<file path="config.mk">
export PLATFORM = sky130hd
export DESIGN_NAME = br_pc_ctrl
export DESIGN_NICKNAME = d
export VERILOG_FILES = /design/src/rtl/br_pkg.sv /design/src/rtl/br_cond.sv /design/src/rtl/br_pc_ctrl.sv
export SDC_FILE = /design/constraint.sdc
export NUM_CORES = 1
export LEC_CHECK = 0
export CAP_MARGIN = 5
export CORE_MARGIN = 2
export CORE_UTILIZATION = 35
export DETAILED_ROUTE_END_ITERATION = 8
export PLACE_DENSITY = 0.64
export SLEW_MARGIN = 0
export SYNTH_ARGS = -nofsm -noshare
export SYNTH_HDL_FRONTEND = slang
export SYNTH_HIERARCHICAL = 1
export SYNTH_SLANG_ARGS = --single-unit
</file>
<file path="constraint.sdc">
create_clock -name i_clk -period 3.31 [get_ports i_clk]
set_input_delay 0.993 -clock i_clk [delete_from_list [all_inputs] [get_ports i_clk]]
set_output_delay 0.993 -clock i_clk [all_outputs]
set_load 0.005 [all_outputs]
</file>
<file path="src/rtl/br_pkg.sv">
// Shared types and constants for branch resolution and PC control.
package br_pkg;

  typedef logic [31:0] addr_t;

  localparam logic [2:0] F3_BEQ  = 3'b000;
  localparam logic [2:0] F3_BNE  = 3'b001;
  localparam logic [2:0] F3_BLT  = 3'b100;
  localparam logic [2:0] F3_BGE  = 3'b101;
  localparam logic [2:0] F3_BLTU = 3'b110;
  localparam logic [2:0] F3_BGEU = 3'b111;

  localparam addr_t DEF_RESET_PC = 32'h0000_0000;
  localparam addr_t DEF_TRAP_VEC = 32'h0000_0100;

endpackage

</file>
<file path="src/rtl/br_cond.sv">
// Branch condition decode: funct3 plus brc flags to taken condition and compare mode.
module br_cond
  import br_pkg::*;
(
  input  logic [2:0] funct3_i,
  input  logic       less_i,
  input  logic       equal_i,
  output logic       cond_o,
  output logic       br_un_o,
  output logic       illegal_o
);

  // Decode funct3; br_un_o = 1 selects the signed compare in brc.
  always_comb begin
    cond_o    = 1'b0;
    br_un_o   = 1'b0;
    illegal_o = 1'b0;
    case (funct3_i)
      F3_BEQ:  begin cond_o = equal_i;  br_un_o = 1'b1; end
      F3_BNE:  begin cond_o = ~equal_i; br_un_o = 1'b1; end
      F3_BLT:  begin cond_o = less_i;   br_un_o = 1'b1; end
      F3_BGE:  begin cond_o = ~less_i;  br_un_o = 1'b1; end
      F3_BLTU: cond_o = less_i;
      F3_BGEU: cond_o = ~less_i;
      default: illegal_o = 1'b1;
    endcase
  end

endmodule

</file>
<file path="src/rtl/br_pc_ctrl.sv">
// EX-stage branch resolution, fetch PC register, redirect/flush and branch statistics.
module br_pc_ctrl
  import br_pkg::*;
#(
  parameter logic [31:0] RESET_PC = DEF_RESET_PC,
  parameter logic [31:0] TRAP_VEC = DEF_TRAP_VEC,
  parameter int unsigned CNT_W    = 16
) (
  input  logic             i_clk,
  input  logic             i_rst,
  input  logic             i_stall,
  input  logic             i_ex_valid,
  input  logic [31:0]      i_ex_pc,
  input  logic             i_ex_is_br,
  input  logic             i_ex_is_jal,
  input  logic             i_ex_is_jalr,
  input  logic [2:0]       i_ex_funct3,
  input  logic [31:0]      i_ex_imm,
  input  logic [31:0]      i_rs1_data,
  input  logic             i_br_less,
  input  logic             i_br_equal,
  output logic             o_br_un,
  output logic [31:0]      o_pc,
  output logic             o_redirect,
  output logic             o_flush_if,
  output logic             o_flush_id,
  output logic             o_misalign,
  output logic             o_illegal_br,
  output logic [CNT_W-1:0] o_cnt_branch,
  output logic [CNT_W-1:0] o_cnt_taken
);

  logic             cond;
  logic             br_un_raw;
  logic             illegal_raw;
  logic             is_jump;
  logic             br_eff;
  logic             br_legal;
  logic             taken;
  logic             misalign;
  addr_t            target;
  addr_t            eff_target;
  addr_t            pc_q, pc_d;
  logic [CNT_W-1:0] cnt_branch_q, cnt_branch_d;
  logic [CNT_W-1:0] cnt_taken_q, cnt_taken_d;

  br_cond u_br_cond (
    .funct3_i  (i_ex_funct3),
    .less_i    (i_br_less),
    .equal_i   (i_br_equal),
    .cond_o    (cond),
    .br_un_o   (br_un_raw),
    .illegal_o (illegal_raw)
  );

  // Taken decision and target; a jump flag masks any branch flag on the same instruction.
  always_comb begin
    is_jump    = i_ex_is_jal | i_ex_is_jalr;
    br_eff     = i_ex_valid & i_ex_is_br & ~is_jump;
    br_legal   = br_eff & ~illegal_raw;
    taken      = (i_ex_valid & is_jump) | (br_legal & cond);
    target     = i_ex_is_jalr ? ((i_rs1_data + i_ex_imm) & ~32'h1) : (i_ex_pc + i_ex_imm);
    misalign   = taken & (target[1:0] != 2'b00);
    eff_target = misalign ? TRAP_VEC : target;
  end

  // Combinational outputs, all forced low for a bubble.
  always_comb begin
    o_br_un      = i_ex_valid & br_un_raw;
    o_redirect   = taken;
    o_flush_if   = taken;
    o_flush_id   = taken;
    o_misalign   = misalign;
    o_illegal_br = br_eff & illegal_raw;
  end

  // PC next-state: redirect beats stall; counters saturate and ignore stall.
  always_comb begin
    pc_d         = pc_q + 32'd4;
    cnt_branch_d = cnt_branch_q;
    cnt_taken_d  = cnt_taken_q;
    if (taken) begin
      pc_d = eff_target;
    end else if (i_stall) begin
      pc_d = pc_q;
    end
    if (br_legal) begin
      if (cnt_branch_q != '1) cnt_branch_d = cnt_branch_q + CNT_W'(1);
      if (cond && (cnt_taken_q != '1)) cnt_taken_d = cnt_taken_q + CNT_W'(1);
    end
  end

  // State registers with synchronous reset.
  always_ff @(posedge i_clk) begin
    if (i_rst) begin
      pc_q         <= RESET_PC;
      cnt_branch_q <= '0;
      cnt_taken_q  <= '0;
    end else begin
      pc_q         <= pc_d;
      cnt_branch_q <= cnt_branch_d;
      cnt_taken_q  <= cnt_taken_d;
    end
  end

  assign o_pc         = pc_q;
  assign o_cnt_branch = cnt_branch_q;
  assign o_cnt_taken  = cnt_taken_q;

endmodule

</file>
==> results by stage <==
Status:
- The run finished with clean final reports.

Critical path:
- STA classifies the critical path startpoint as an input port.
- In this run the critical register-to-register path is captured at o_pc[23].
- The biggest fanout along the worst timing path is 4.
- The stage delay of the slowest cell on the critical path is 0.44 ns.
- The critical path goes through clkdlybuf4s50_1 -> ha_1 -> a21oi_1 -> a21oi_2 -> buf_4 -> a21oi_1 -> a21oi_2 -> mux2i_1 -> nand2_1 -> a41oi_2 -> o221a_2.
- The setup slack of the most critical reg-to-reg path is 0.79 ns.
- The path depth of the worst reg2reg path is 8.
- The origin of the critical flop-to-flop path is o_pc[4].
- On the critical path, the stage with the largest delay is an instance of clkdlybuf4s50_1.
- The kind of critical path is input port to flop.
- The data required time at the worst endpoint is 3.59 ns.
- The kind of end point of the critical path is a flop.
- Data on the critical path arrives at its endpoint at 3.58 ns.

Synthesis:
- The net count after synthesis is 1,136.
- The share of the synthesized area in the top cell type is 18.2%.
- The sequential cell area fraction in the yosys report is 18.2%.
- Synthesis produced 962 cells.
- In the post-synthesis netlist, the biggest area contributors are dfxtp_1, ha_1, a21oi_1.
- The fraction of registers with async set or reset after synthesis is 0%.
- The count of cell types in the netlist is 83.
- The synthesized design contains 0 enable-type register cells.
- For this run, the leading register cell type out of synthesis is dfxtp_1.
- Averaged over all synthesized cells, the footprint is 7.32 sq um.
- The total of flip-flops plus latches after synthesis is 64.
- The commonest cells after synthesis are nor2_1, nand2_1, a21oi_1, dfxtp_1, ha_1.
- By instance count, the leading cell after synthesis is nor2_1.
- The largest total area in the synthesized netlist belongs to dfxtp_1.
- The cell area after synthesis is 7040 sq um.
- The number of warnings printed during yosys synthesis is 6.

Clock tree:
- The CTS clock-pin slew for the worst setup and hold paths is 0.06 ns.
- TritonCTS created 9 clock buffers.
- The maximum buffer depth of the clock tree is 2.
- The master cell of the clock root buffer is clkbuf_16.
- The level count of the clock H-tree is 3.
- The clock drives 64 sinks.
- The clock insertion delay at the later pin of the skew report is 0.33 ns.
- TritonCTS built the clock tree.

Layout:
- The multi-input logic area is 6220 sq um.
- The net count of the finished layout is 1,505.
- In the final layout, flip-flops and latches occupy 1280 sq um.
- The diode insertion count for antenna repair is 0.
- Once layout is complete, the cells apart from fillers number 1,601.
- Of the cells placed in the final design, the portion with a size suffix greater than 1 is 29.1%.
- The post-synthesis to final-layout area growth is 65.7%.
- The number of filler instances in the final layout is 1,781.

GRT:
- The aggregate global routing overflow is 0.
- The pin count of the biggest net entering global routing is 55.
- The global-route total usage across every layer is 22.8%.
- The met3 capacity usage during global routing is 1.97%.
- The met1 routing resource usage after global routing is 31.9%.
- The via count of the first global-routing pass is 8,003.
- For met2 alone, demand over resource in global routing was 38.0%.
- The most used routing layer is met2.
- The global-route wire length before repair is 40,300 microns.
- The initial antenna violation count is 0.

Timing:
- The final-layout setup total negative slack is 0 ns.
- The count of final max-slew check failures was 0.
- Headroom to the max-slew limit came out at 60.5%.
- The worst path uses 99.7% of the clock period.
- For the pin with the worst max-slew slack, the measured transition is 0.592 ns.
- The worst path in the final design needs a cycle of 3.30 ns, including I/O delays and setup.
- Setup repair after global routing could not meet its margin everywhere.
- The peak clock frequency supported by timing is 303 MHz.
- The count of final hold-check violations is 0.
- The clock skew after layout is 0.00565 ns.
- The count of endpoints failing setup in the final report is 0.

Power:
- Combinational logic is responsible for 45.2% of the overall power.
- The net switching power of the design is 1.16 mW.
- The share of total power consumed by net switching is 32.9%.
- The cell-internal power is 2.36 mW.
- The analysis attributes to cell leakage a power of 4.95 nW.
- The clock group share of total power is 31.4%.
- In this run, flip-flops and latches consume 23.5% of the power.
- Across the VDD grid, the largest voltage drop is 0.000268 V.
- Power spread over the standard cell area amounts to 301 nW/um^2.

Run:
- The max capacitance violation total is 0.

Routing:
- The residual antenna-violating net count after detailed routing is 0.
- Summed over all layers, the routed wires come to 25,700 microns.
- The final route contains 8,558 vias.
- The number of DRC markers after the initial detailed-route iteration is 372.
- The number of iterations in the first detailed-routing pass is 5.
- After detailed routing, the average wire length per cell comes to 16.0 microns.
- The DRC violation count after routing is 0.
- The via-per-instance ratio is 5.35.

Hold path:
- The startpoint of the tightest hold check path is o_pc[1].
- Counting instances, the worst hold path has a depth of 1.
- The worst hold path terminates at o_pc[1].
- The min-delay analysis places its worst path in the category flop to flop.

Placed design:
- Routability-driven placement finished with a final weighted congestion of 0.917.
- Detailed placement ended at an HPWL of 20,100 microns.
- The number of placed instances, taps included, is 1,566.
- In this run the tool buffered the top-level ports with 177 buffer cells.

Floorplan:
- The placeable core region is 19,600 sq um.
- The die is 146 microns wide.
- The count of boundary I/O pins is 178.
- Row generation in the floorplan step produced 51 rows.
- From bottom edge to top edge, the die measures 146 microns.
- The die area is 21,300 sq um.
- For this configuration, the core starts out at a cell density of 36.0%.
==> what timing repair did <==
action                     in CTS  in global routing
pin swaps                      43                 73
gates resized for setup       135                132
buffers inserted               11                 10
setup endpoints to repair      30                 23
hold buffers                    0                  0
==> per-layer routing <==
layer | vias to the layer above | wire, microns | part of all wire, %
li1 | 4287 | - | -
met1 | 3971 | 12100 | 47
met2 | 274 | 11900 | 46
met3 | 26 | 1310 | 5.1
met4 | 0 | 384 | 1.5
met5 | - | 0 | 0
==> cell type report <==
type	count	area share, %
inverter	28	0.901
sequential	64	11.0
clock buffer	9	1.93
tap	265	2.84
multi-input combinational	830	53.3
timing repair buffer	398	29.0
clock inverter	7	1.03
==> sequential cells by signal, summed over array words and instances, names as in the netlist <==
| name | count |
|---|---|
| o_pc | 32 |
| o_cnt_taken | 16 |
| o_cnt_branch | 16 |
==> per-stage QoR <==
stage	instance area [sq um]	hold slack (ns)	worst slack (ns)	power, mW	utilization, %
6_report	11700	0.482	0.0108	3.52	59.6
5_1_grt	11700	0.503	-0.0329	3.70	59.6
4_1_cts	11200	0.484	-0.0190	3.39	57.1
3_5_place_dp	10500	0.470	-0.758	2.22	53.5
3_3_place_gp	10500	0.477	-0.719	2.21	53.5
2_1_floorplan	7040	0.474	0.0530	1.54	-
==> cells in the final DEF, fill, tap and decap left out, types with 7 or more instances in the layout <==
| cell type | instances |
|---|---|
| buf_4 | 215 |
| clkdlybuf4s50_1 | 116 |
| nor2_1 | 99 |
| nand2_1 | 91 |
| a21oi_1 | 75 |
| dfxtp_1 | 64 |
| o21ai_0 | 48 |
| xnor2_1 | 46 |
| nand3_1 | 40 |
| xor2_1 | 35 |
| ha_1 | 34 |
| nor3_1 | 33 |
| ha_4 | 30 |
| nand4_1 | 29 |
| inv_1 | 23 |
| a21o_1 | 22 |
| dlymetal6s2s_1 | 20 |
| and3_1 | 18 |
| clkbuf_2 | 14 |
| and2_1 | 12 |
| a21oi_2 | 12 |
| buf_2 | 11 |
| a31oi_1 | 9 |
| clkbuf_16 | 9 |
| mux2i_1 | 8 |
| nand2b_1 | 8 |
| dlygate4sd2_1 | 8 |
| buf_6 | 8 |
| and4_1 | 7 |
| o21ai_1 | 7 |
| o21a_1 | 7 |
| o21ai_2 | 7 |
| o21bai_1 | 7 |
==> power groups by stage <==
stage	Combinational [mW]	Sequential [mW]	Clock (mW)
floorplan	0.705	0.835	0
global placement	1.37	0.840	0
detailed placement	1.38	0.841	0
CTS	1.45	0.824	1.12
global route	1.72	0.828	1.15
finish	1.59	0.825	1.10
==> kinds of logic after synthesis <==
family / after synthesis / synth area share, %
multiplexers: 11 / 1.60
XOR/XNOR: 81 / 10.1
adder cells (fa/ha/maj): 66 / 11.9
flip-flops: 64 / 18.2
AND/OR/NAND/NOR: 389 / 27.1
buffers and inverters: 68 / 4.03
AO/OA/AOI/OAI: 283 / 27.0
==> how the worst max path moves through the flow <==
stage	cells after the start	end	slack (ns)	start
floorplan	9	o_flush_if	0.05	i_ex_funct3[0]
global placement	7	o_misalign	-0.72	i_ex_imm[0]
detailed placement	7	o_misalign	-0.76	i_ex_imm[0]
CTS	13	o_pc[30]	-0.02	i_ex_pc[11]
global route	11	o_pc[27]	-0.03	i_ex_imm[18]
finish	11	o_pc[27]	0.01	i_ex_imm[18]
==> critical path, delay by kind of cell <==
family | cells | cell delay, ns
AOI/OAI and AO/OA | 6 | 1.25
muxes | 1 | 0.25
buffers and inverters | 2 | 0.59
and+or+nand+nor | 1 | 0.14
adders and majority gates | 1 | 0.35
Note: power is estimated with default switching activity, not from simulation.
